### src/rtl/id_scoreboard_pkg.sv
// Shared types for the ID-stage multi-cycle scoreboard: register bank select,
// the per-entry record and the default depth.
package id_scoreboard_pkg;

  typedef enum logic {
    BANK_INT = 1'b0,
    BANK_FP  = 1'b1
  } reg_bank_mux_t;

  typedef struct packed {
    logic          valid;
    logic          wen;
    logic [4:0]    addr;
    reg_bank_mux_t bank;
  } sb_entry_t;

  localparam int unsigned SB_DEPTH_DEFAULT = 4;

  // Integer x0 is hardwired to zero, so it is never a real producer or consumer.
  function automatic logic is_int_x0(input logic [4:0] addr, input reg_bank_mux_t bank);
    return (bank == BANK_INT) && (addr == 5'd0);
  endfunction

endpackage

### src/rtl/id_scoreboard_sb_match.sv
// Compares one register (address + bank) against every pending scoreboard entry.
// Entries flagged in excl_i are ignored (used for the completion bypass).
module id_scoreboard_sb_match
  import id_scoreboard_pkg::*;
#(
  parameter int unsigned DEPTH = SB_DEPTH_DEFAULT,
  parameter int unsigned ISA_F = 0
) (
  input  sb_entry_t [DEPTH-1:0] entries_i,
  input  logic      [DEPTH-1:0] excl_i,
  input  logic      [4:0]       addr_i,
  input  reg_bank_mux_t         bank_i,
  output logic                  hit_o
);

  // Hit if any valid, writing, non-excluded entry targets the same register.
  always_comb begin
    hit_o = 1'b0;
    for (int k = 0; k < DEPTH; k++) begin
      if (entries_i[k].valid && entries_i[k].wen && !excl_i[k] &&
          (entries_i[k].addr == addr_i) && (entries_i[k].bank == bank_i)) begin
        hit_o = 1'b1;
      end
    end
    if (is_int_x0(addr_i, bank_i) || ((ISA_F == 0) && (bank_i == BANK_FP))) begin
      hit_o = 1'b0;
    end
  end

endmodule

### src/rtl/id_scoreboard.sv
// In-order scoreboard for multi-cycle writers issued from ID. Tracks pending
// destinations in a FIFO, stalls ID on RAW/WAW against them, and presents the
// head entry to WB for writeback steering.
// Optional: define SCOREBOARD_CMPL_BYPASS_EN to drop the completing head entry
// from hazard matching in its completion cycle (WB must forward that result).
module id_scoreboard
  import id_scoreboard_pkg::*;
#(
  parameter int unsigned DEPTH = SB_DEPTH_DEFAULT,
  parameter int unsigned ISA_F = 0
) (
  input  logic                       clk_i,
  input  logic                       rst_n_i,
  input  logic                       valid_id_i,
  input  logic [2:0]                 rs_used_id_i,
  input  logic [4:0]                 rs1_addr_id_i,
  input  logic [4:0]                 rs2_addr_id_i,
  input  logic [4:0]                 rs3_addr_id_i,
  input  reg_bank_mux_t              rs1_bank_id_i,
  input  reg_bank_mux_t              rs2_bank_id_i,
  input  reg_bank_mux_t              rs3_bank_id_i,
  input  logic [4:0]                 rd_addr_id_i,
  input  reg_bank_mux_t              rd_bank_id_i,
  input  logic                       rd_wen_id_i,
  input  logic                       issue_valid_i,
  output logic                       issue_ready_o,
  input  logic                       cmpl_valid_i,
  output logic [4:0]                 cmpl_rd_addr_o,
  output reg_bank_mux_t              cmpl_rd_bank_o,
  output logic                       cmpl_wen_o,
  output logic                       stall_o,
  output logic                       busy_o,
  output logic [$clog2(DEPTH+1)-1:0] count_o,
  output logic                       err_o
);

  localparam int unsigned PW = (DEPTH > 1) ? $clog2(DEPTH) : 1;
  localparam int unsigned CW = $clog2(DEPTH + 1);

  sb_entry_t [DEPTH-1:0] entries_q, entries_d;
  logic [PW-1:0]         wr_ptr_q, wr_ptr_d, rd_ptr_q, rd_ptr_d;
  logic [CW-1:0]         count_q, count_d;
  logic                  err_q, err_d;

  logic                  full, empty, do_issue, do_cmpl, new_wen;
  logic                  hit_rs1, hit_rs2, hit_rs3, hit_rd;
  logic [DEPTH-1:0]      excl;
  sb_entry_t             head;

  function automatic logic [PW-1:0] ptr_inc(input logic [PW-1:0] p);
    return (p == PW'(DEPTH - 1)) ? '0 : p + 1'b1;
  endfunction

  assign full  = (count_q == CW'(DEPTH));
  assign empty = (count_q == '0);
  assign head  = entries_q[rd_ptr_q];

`ifdef SCOREBOARD_CMPL_BYPASS_EN
  // The head entry's result is being forwarded this cycle, so it cannot hazard.
  always_comb begin
    excl = '0;
    if (cmpl_valid_i && !empty) excl[rd_ptr_q] = 1'b1;
  end
`else
  assign excl = '0;
`endif

  id_scoreboard_sb_match #(.DEPTH(DEPTH), .ISA_F(ISA_F)) u_match_rs1 (
    .entries_i(entries_q), .excl_i(excl), .addr_i(rs1_addr_id_i), .bank_i(rs1_bank_id_i), .hit_o(hit_rs1));
  id_scoreboard_sb_match #(.DEPTH(DEPTH), .ISA_F(ISA_F)) u_match_rs2 (
    .entries_i(entries_q), .excl_i(excl), .addr_i(rs2_addr_id_i), .bank_i(rs2_bank_id_i), .hit_o(hit_rs2));
  id_scoreboard_sb_match #(.DEPTH(DEPTH), .ISA_F(ISA_F)) u_match_rs3 (
    .entries_i(entries_q), .excl_i(excl), .addr_i(rs3_addr_id_i), .bank_i(rs3_bank_id_i), .hit_o(hit_rs3));
  id_scoreboard_sb_match #(.DEPTH(DEPTH), .ISA_F(ISA_F)) u_match_rd (
    .entries_i(entries_q), .excl_i(excl), .addr_i(rd_addr_id_i), .bank_i(rd_bank_id_i), .hit_o(hit_rd));

  assign stall_o = valid_id_i &&
                   ((rs_used_id_i[0] && hit_rs1) ||
                    (rs_used_id_i[1] && hit_rs2) ||
                    (rs_used_id_i[2] && hit_rs3) ||
                    (rd_wen_id_i && hit_rd));

  // Ready ignores same-cycle completion so a full FIFO never accepts an issue.
  assign issue_ready_o = !full && !stall_o;
  assign do_issue      = issue_valid_i && issue_ready_o;
  assign do_cmpl       = cmpl_valid_i && !empty;
  assign new_wen       = rd_wen_id_i && !is_int_x0(rd_addr_id_i, rd_bank_id_i) &&
                         ((ISA_F != 0) || (rd_bank_id_i == BANK_INT));

  assign cmpl_rd_addr_o = head.valid ? head.addr : 5'd0;
  assign cmpl_rd_bank_o = head.valid ? head.bank : BANK_INT;
  assign cmpl_wen_o     = head.valid && head.wen;
  assign busy_o         = !empty;
  assign count_o        = count_q;
  assign err_o          = err_q;

  // Next-state: push on accepted issue, pop on completion, flag protocol errors.
  always_comb begin
    entries_d = entries_q;
    wr_ptr_d  = wr_ptr_q;
    rd_ptr_d  = rd_ptr_q;
    count_d   = count_q;
    err_d     = err_q;
    if (do_issue) begin
      entries_d[wr_ptr_q].valid = 1'b1;
      entries_d[wr_ptr_q].wen   = new_wen;
      entries_d[wr_ptr_q].addr  = rd_addr_id_i;
      entries_d[wr_ptr_q].bank  = rd_bank_id_i;
      wr_ptr_d                  = ptr_inc(wr_ptr_q);
    end
    if (do_cmpl) begin
      entries_d[rd_ptr_q].valid = 1'b0;
      rd_ptr_d                  = ptr_inc(rd_ptr_q);
    end
    case ({do_issue, do_cmpl})
      2'b10:   count_d = count_q + CW'(1);
      2'b01:   count_d = count_q - CW'(1);
      default: count_d = count_q;
    endcase
    if ((cmpl_valid_i && empty) || (issue_valid_i && full)) err_d = 1'b1;
  end

  // State registers with synchronous active-low reset.
  always_ff @(posedge clk_i) begin
    if (!rst_n_i) begin
      entries_q <= '0;
      wr_ptr_q  <= '0;
      rd_ptr_q  <= '0;
      count_q   <= '0;
      err_q     <= 1'b0;
    end else begin
      entries_q <= entries_d;
      wr_ptr_q  <= wr_ptr_d;
      rd_ptr_q  <= rd_ptr_d;
      count_q   <= count_d;
      err_q     <= err_d;
    end
  end

endmodule

### config.mk
export PLATFORM = sky130hd
export DESIGN_NAME = id_scoreboard
export DESIGN_NICKNAME = d
export VERILOG_FILES = /design/src/rtl/id_scoreboard_pkg.sv /design/src/rtl/id_scoreboard_sb_match.sv /design/src/rtl/id_scoreboard.sv
export SDC_FILE = /design/constraint.sdc
export NUM_CORES = 1
export LEC_CHECK = 0
export CORE_ASPECT_RATIO = 1.1
export CORE_MARGIN = 2
export CORE_UTILIZATION = 51
export DETAILED_ROUTE_END_ITERATION = 6
export PLACE_DENSITY = 0.78
export SKIP_LAST_GASP = 1
export SYNTH_ARGS = -nofsm -noshare
export SYNTH_HDL_FRONTEND = slang
export SYNTH_SLANG_ARGS = --single-unit
### constraint.sdc
create_clock -name clk_i -period 3.7 [get_ports clk_i]
set_clock_uncertainty 0.15 [all_clocks]
set_input_delay 0.555 -clock clk_i [delete_from_list [all_inputs] [get_ports clk_i]]
set_output_delay 0.555 -clock clk_i [all_outputs]
set_load 0.1 [all_outputs]
---- Word level (Yosys, flattened, before mapping) ----
Index checks and enable logic that the tools add are counted.
W data, S select, Z words.
storage, ports and cells
  register bits after elaboration ......... 40
  bits in latches ......................... 0
  bits in writable memories ............... 0
  bits in read-only memories .............. 0
  input bits .............................. 33
  output and inout bits ................... 14
  word-level logic and storage cells ...... 186
  memories kept ........................... 0
operators by class
  $add $sub $neg .......................... 4
  multipliers ............................. 0
  divide/modulo/power cells ............... 0
  magnitude comparators ................... 4
  equal/unequal tests ..................... 37
  shift operators ......................... 0
  muxes and demuxes ....................... 44
  bitwise operators ....................... 4
  reductions and logical operators ........ 73
operator list
  kind                   count
  $bwmux W32             5
  $demux W8 S2           5
  $eq A5 B5 Y1           16
  $mux W32               2
  $logic_and A1 B1 Y1    55
  $mux W8                3
  $mux W1                22
  $logic_not A5 Y1       4
  $bmux W8 S2            1
  $eq A1 B1 Y1           16
  $logic_or A1 B1 Y1     8
  $mux W7                1
  $eq A2 B2 Y1 const B   3
  $lt A2 B3 Y1 const B   2
  $mux W6                1
  $pmux W3 S2            1
  $mux W5                1
  $add A2 B1 Y2 const B  2
  $ge A2 B1 Y1 const B   2
  $logic_not A1 Y1       4
  $mux W2                2
  $not A1 Y1             4
  $add A3 B1 Y3 const B  1
  $eq A3 B3 Y1 const B   1
  4 further kinds        4

---- Depth between registers and ports, before layout ----
  depth after elaboration ................. 19
  mapped depth ............................ 15
  gate-level depth less buffers ........... 14

---- Modules after synthesis ----
Synthesis repeated with hierarchy kept, for this count alone.
unflattened totals
  cells, all modules ...................... 392
  area total of the unflattened synthesis .. 3543.4 µm²
by module, submodules not included
  module                  times used  cells an instance  area an instance (µm²)  sequential area each (µm²)
  id_scoreboard           1           204                2037.0                  800.8
  id_scoreboard_sb_match  4           47                 376.6                   0.0

---- Worst setup path after synthesis ----
Ideal clock, no wire load.
  path type ............................... in2out
  from .................................... input port rs3_addr_id_i[2]
  to ...................................... output port issue_ready_o
  data arrival time ....................... 4.264 ns
  required time ........................... 2.995 ns
  slack ................................... -1.269 ns
  cell stages on the path ................. 7
  buffers on the path ..................... 1
  cell sequence ........................... buf_4 or4_1 nor2_1 nor4b_1 o41ai_4 inv_1 a21oi_1
between the ends
  cells in the longest elaborated chain, start to end .. 14
RTL lines
  item                   line                          RTL
  from (decl)            id_scoreboard.sv:18           input logic [4:0] rs3_addr_id_i,
  $eq A5 B5 Y1           id_scoreboard_sb_match.sv:21  (entries_i[k].addr == addr_i) && (entries_i[k].bank == bank_i)) begin
  $logic_and A1 B1 Y1    id_scoreboard_sb_match.sv:20  if (entries_i[k].valid && entries_i[k].wen && !excl_i[k] &&
  $logic_and A1 B1 Y1    id_scoreboard_sb_match.sv:21
  $mux W1 (4 in series)  id_scoreboard_sb_match.sv:20
  $mux W1 *              id_scoreboard_sb_match.sv:25  if (is_int_x0(addr_i, bank_i) || ((ISA_F == 0) && (bank_i == BANK_FP))) begin
  $logic_and A1 B1 Y1 *  id_scoreboard.sv:80           (rs_used_id_i[2] && hit_rs3) ||
  $logic_or A1 B1 Y1 *   id_scoreboard.sv:79           (rs_used_id_i[1] && hit_rs2) ||
  $logic_or A1 B1 Y1 *   id_scoreboard.sv:80
  $logic_and A1 B1 Y1 *  id_scoreboard.sv:77           assign stall_o = valid_id_i &&
  net stall_o            id_scoreboard.sv:31           output logic stall_o,
  $logic_not A1 Y1 *     id_scoreboard.sv:84           assign issue_ready_o = !full && !stall_o;
  $logic_and A1 B1 Y1 *  id_scoreboard.sv:84
  to (decl)              id_scoreboard.sv:26           output logic issue_ready_o,
The timed path passes the listed nets; every way through them passes the cells marked *.

---- Worst setup path after layout ----
  from .................................... input port rs2_addr_id_i[4]
  to ...................................... register count_q[2] (netlist: count_o[2])
between the ends
  cells in the longest elaborated chain, start to end .. 18
RTL lines
  item                                               line                          RTL
  from (decl)                                        id_scoreboard.sv:17           input logic [4:0] rs2_addr_id_i,
  $eq A5 B5 Y1                                       id_scoreboard_sb_match.sv:21
  $logic_and A1 B1 Y1                                id_scoreboard_sb_match.sv:20
  $logic_and A1 B1 Y1                                id_scoreboard_sb_match.sv:21
  $mux W1 (4 in series)                              id_scoreboard_sb_match.sv:20
  $mux W1 *                                          id_scoreboard_sb_match.sv:25
  $logic_and A1 B1 Y1 *                              id_scoreboard.sv:79
  $logic_or A1 B1 Y1 *                               id_scoreboard.sv:78           ((rs_used_id_i[0] && hit_rs1) ||
  $logic_or A1 B1 Y1 *                               id_scoreboard.sv:79
  $logic_or A1 B1 Y1 *                               id_scoreboard.sv:80
  $logic_and A1 B1 Y1 *                              id_scoreboard.sv:77
  $logic_not A1 Y1 *                                 id_scoreboard.sv:84
  $logic_and A1 B1 Y1 *                              id_scoreboard.sv:84
  $logic_and A1 B1 Y1 *                              id_scoreboard.sv:85           assign do_issue = issue_valid_i && issue_ready_o;
  $eq A2 B1 Y1 or $eq A2 B2 Y1 (tied branches)       id_scoreboard.sv:115          case ({do_issue, do_cmpl})
  $pmux W3 S2 or $reduce_bool A2 Y1 (tied branches)  --
  to (signal assigned)                               id_scoreboard.sv:135          count_q <= count_d;
  to (decl)                                          id_scoreboard.sv:42           logic [CW-1:0] count_q, count_d;
Every way passes the cells marked *; elsewhere a longest branch is shown, timed or not.
A chain may end at the register's enable or synchronous reset.

==> results.ini <==
[drt]
avgViaCountPerCell = 5.79
drtAntennaViolNets = 0
drc_errors = 0
dr.first_iter.drc_count = 129
dr.pass1.iters = 4
via_count = 2808
drt-total-wl_um = 9180
wl_per_cell_um = 18.9

[sta]
hold_ws_ps = 319
fin_crit_sh_pct = 96.2
hold_viol = 0
setup_slack_ps = 139
finalSetupViolations = 0
slew_violations = 0
max_freq_mhz = 281
worst_slew_pin_slew_ps = 972
maxSlewHeadroom_pct = 35.0
period_minus_slack_ps = 3560

[power]
switching_power_uw = 805
seqPwrFrac_pct = 33.3
leakagePower_nw = 1.70
intPower_uw = 959
swShare_pct = 45.6
p_comb_share_pct = 49.4
peakVddDrop_uv = 820
p_per_area_nw_per_um2 = 448
power.total_mw = 1.76
clkPwrFrac_pct = 17.3

[synth]
ys_seq_elements = 40
syn_inst = 394
yosys.area.top_type = dfxtp_1
synthesis.nets = 437
synth_common_cells = xnor2_1, xor2_1, nand2_1
synth_area_leaders = dfxtp_1, xnor2_1, xor2_1
synth_edf_count = 0
synth-async-reset-ratio_pct = 0
ys_types = 31
yosys_most_used_dff = dfxtp_1
synth_area_sq_um = 3440
syn_avg_cell_area_sq_um = 8.73
yosysWarnings = 0
synth.top_cell.area_share_pct = 23.3
yosysSeqAreaShare_pct = 23.3

[finish]
nFillCells = 605
layout-drive-gt1-share_pct = 17.1
final_util_pct = 60.0
area_growth_pct = 14.4
final_cells = 485
layout.nets = 445
antenna_cells = 0

[clock_network]
cts_tree = done
cts_htree_levels = 2
clockBufferDepth = 2
numCtsBuffers = 5
postCtsSetupBuffers = 0
worstSkewPairLatency_ps = 300
clk_pin_slew_worst_paths_ps = 80
cts_root_buf = clkbuf_8
cts.sink_count = 40

[critical_path]
crit_path_max_incr_delay_ps = 390
criticalPathCategory = in -> reg
endpoint_kind = flip-flop
slowest_stage = nor4b_1
crit_arrival_ps = 3640
crit_fanout = 5
crit_path_start_kind = input pin
crit_family = simple AND/OR/NAND/NOR gates
critPathRequiredTime_ps = 3780
path_cells = dlygate4sd2_1 -> xor2_1 -> nor4_2 -> nor4_1 -> nor4b_1 -> buf_4 -> o41ai_4 -> and3_1 -> inv_1 -> ha_1 -> inv_1 -> fa_1 -> xor2_1 -> or3_1 -> a21boi_0
critical_path_buf_inv_count = 4

[floorplan]
die_area_sq_um = 7420
die_h_um = 90.1
coreArea_sq_um = 6560
num_rows = 31
pin_count = 47
die_x_um = 82.3
initial_utilization_pct = 52.5

[place]
dp_cells = 477
routabilityCongestion = 1.05
place_hpwl_um = 6660
io_buffers = 46
dp_slack_ps = -488

[grt]
antenna_found_initial = 0
grt_pass1_wl_um = 14600
track_usage_pct = 25.8
grt_max_degree = 49
overflow = 0
grt_pass1_vias = 2929

[job]
drv_cap = 0

[min_path]
hp-class = reg -> reg

[outcome]
status = finished, final reports clean

==> repair_timing <==
action,4_1_cts,5_1_grt
pin swaps,2,9
endpoints found under the setup margin,3,4
gates resized for setup,20,39
hold buffers,0,0
==> tightest hold or removal path: stages (launching register included) <==
cell and delay [ps]:
dfxtp_1 310, inv_1 60, a21oi_1 50
==> cell usage in the layout (no fill, tap or decap), drive strengths merged <==
master	count
inv	13
nor4b	4
buf	21
dlymetal6s2s	7
clkinv	2
nor3b	1
nor2b	9
nand4	20
clkdlybuf4s50	13
nand2	48
fa	1
mux2	1
or4bb	1
o41ai	1
xnor2	49
mux2i	30
and3	1
nor2	8
or4	4
clkdlybuf4s15	1
a21boi	1
or3	2
a21oi	7
ha	9
o21ai	2
mux4	8
and2	7
o21a	1
clkbuf	15
dlygate4sd2	7
xor2	49
dfxtp	40
nor4	20
==> path summary, 6_finish.rpt <==
check,to,startpoint,slack [ps],cells after the start
max,count_o[2]$_SDFFE_PN0P_,rs2_addr_id_i[4],140,15
min,entries_q[31]$_SDFF_PN0_,entries_q[31]$_SDFF_PN0_,320,2
max reg2reg,count_o[2]$_SDFFE_PN0P_,flip-flop,160,14
min reg2reg,entries_q[31]$_SDFF_PN0_,entries_q[31]$_SDFF_PN0_,320,2
==> per-layer routing <==
layer | global-route usage, % | wire length, um | vias to the layer above | part of all wire (%)
li1 | - | - | 1317 | -
met1 | 31.8 | 3650 | 1335 | 40
met2 | 41.3 | 4450 | 119 | 48
met3 | 5.12 | 642 | 37 | 7.0
met4 | 14.0 | 435 | 0 | 4.7
met5 | 0 | 0 | - | 0
==> final cells by class <==
class | instances | area, sq um | share of cell area (%)
multi-input cells | 284 | 2360 | 60.1
flip-flops and latches | 40 | 807 | 20.5
repair buffers | 58 | 520 | 13.2
well taps | 82 | 103 | 2.61
clock buffers | 6 | 82.6 | 2.10
inverters | 13 | 48.8 | 1.24
clock inverters | 2 | 10.0 | 0.254
==> cells by family (layout without fill, tap and decap cells) <==
logic type / count (synthesis) / in the layout / synth area share (%)
simple gates: 125 / 125 / 21.0
xor+xnor: 98 / 98 / 24.9
buf+inv: 70 / 79 / 10.1
flops: 40 / 40 / 23.3
mux: 39 / 39 / 14.3
compound gates: 12 / 12 / 2.55
fa+ha+maj: 10 / 10 / 3.85
==> per-stage QoR <==
stage          cell area (sq um)  setup TNS (ps)
2_1_floorplan               3450            -369
3_3_place_gp                3810            -565
3_5_place_dp                3810            -994
4_1_cts                     3900               0
5_1_grt                     3940           -51.7
6_report                    3940               0
==> power groups by stage <==
stage	Sequential, mW	Clock, mW	Combinational (mW)
finish	0.588	0.305	0.871
global route	0.598	0.323	0.934
CTS	0.587	0.309	0.873
detailed placement	0.596	0	0.874
global placement	0.593	0	0.855
floorplan	0.648	0	0.614
Power figures use the tool's default switching activity.
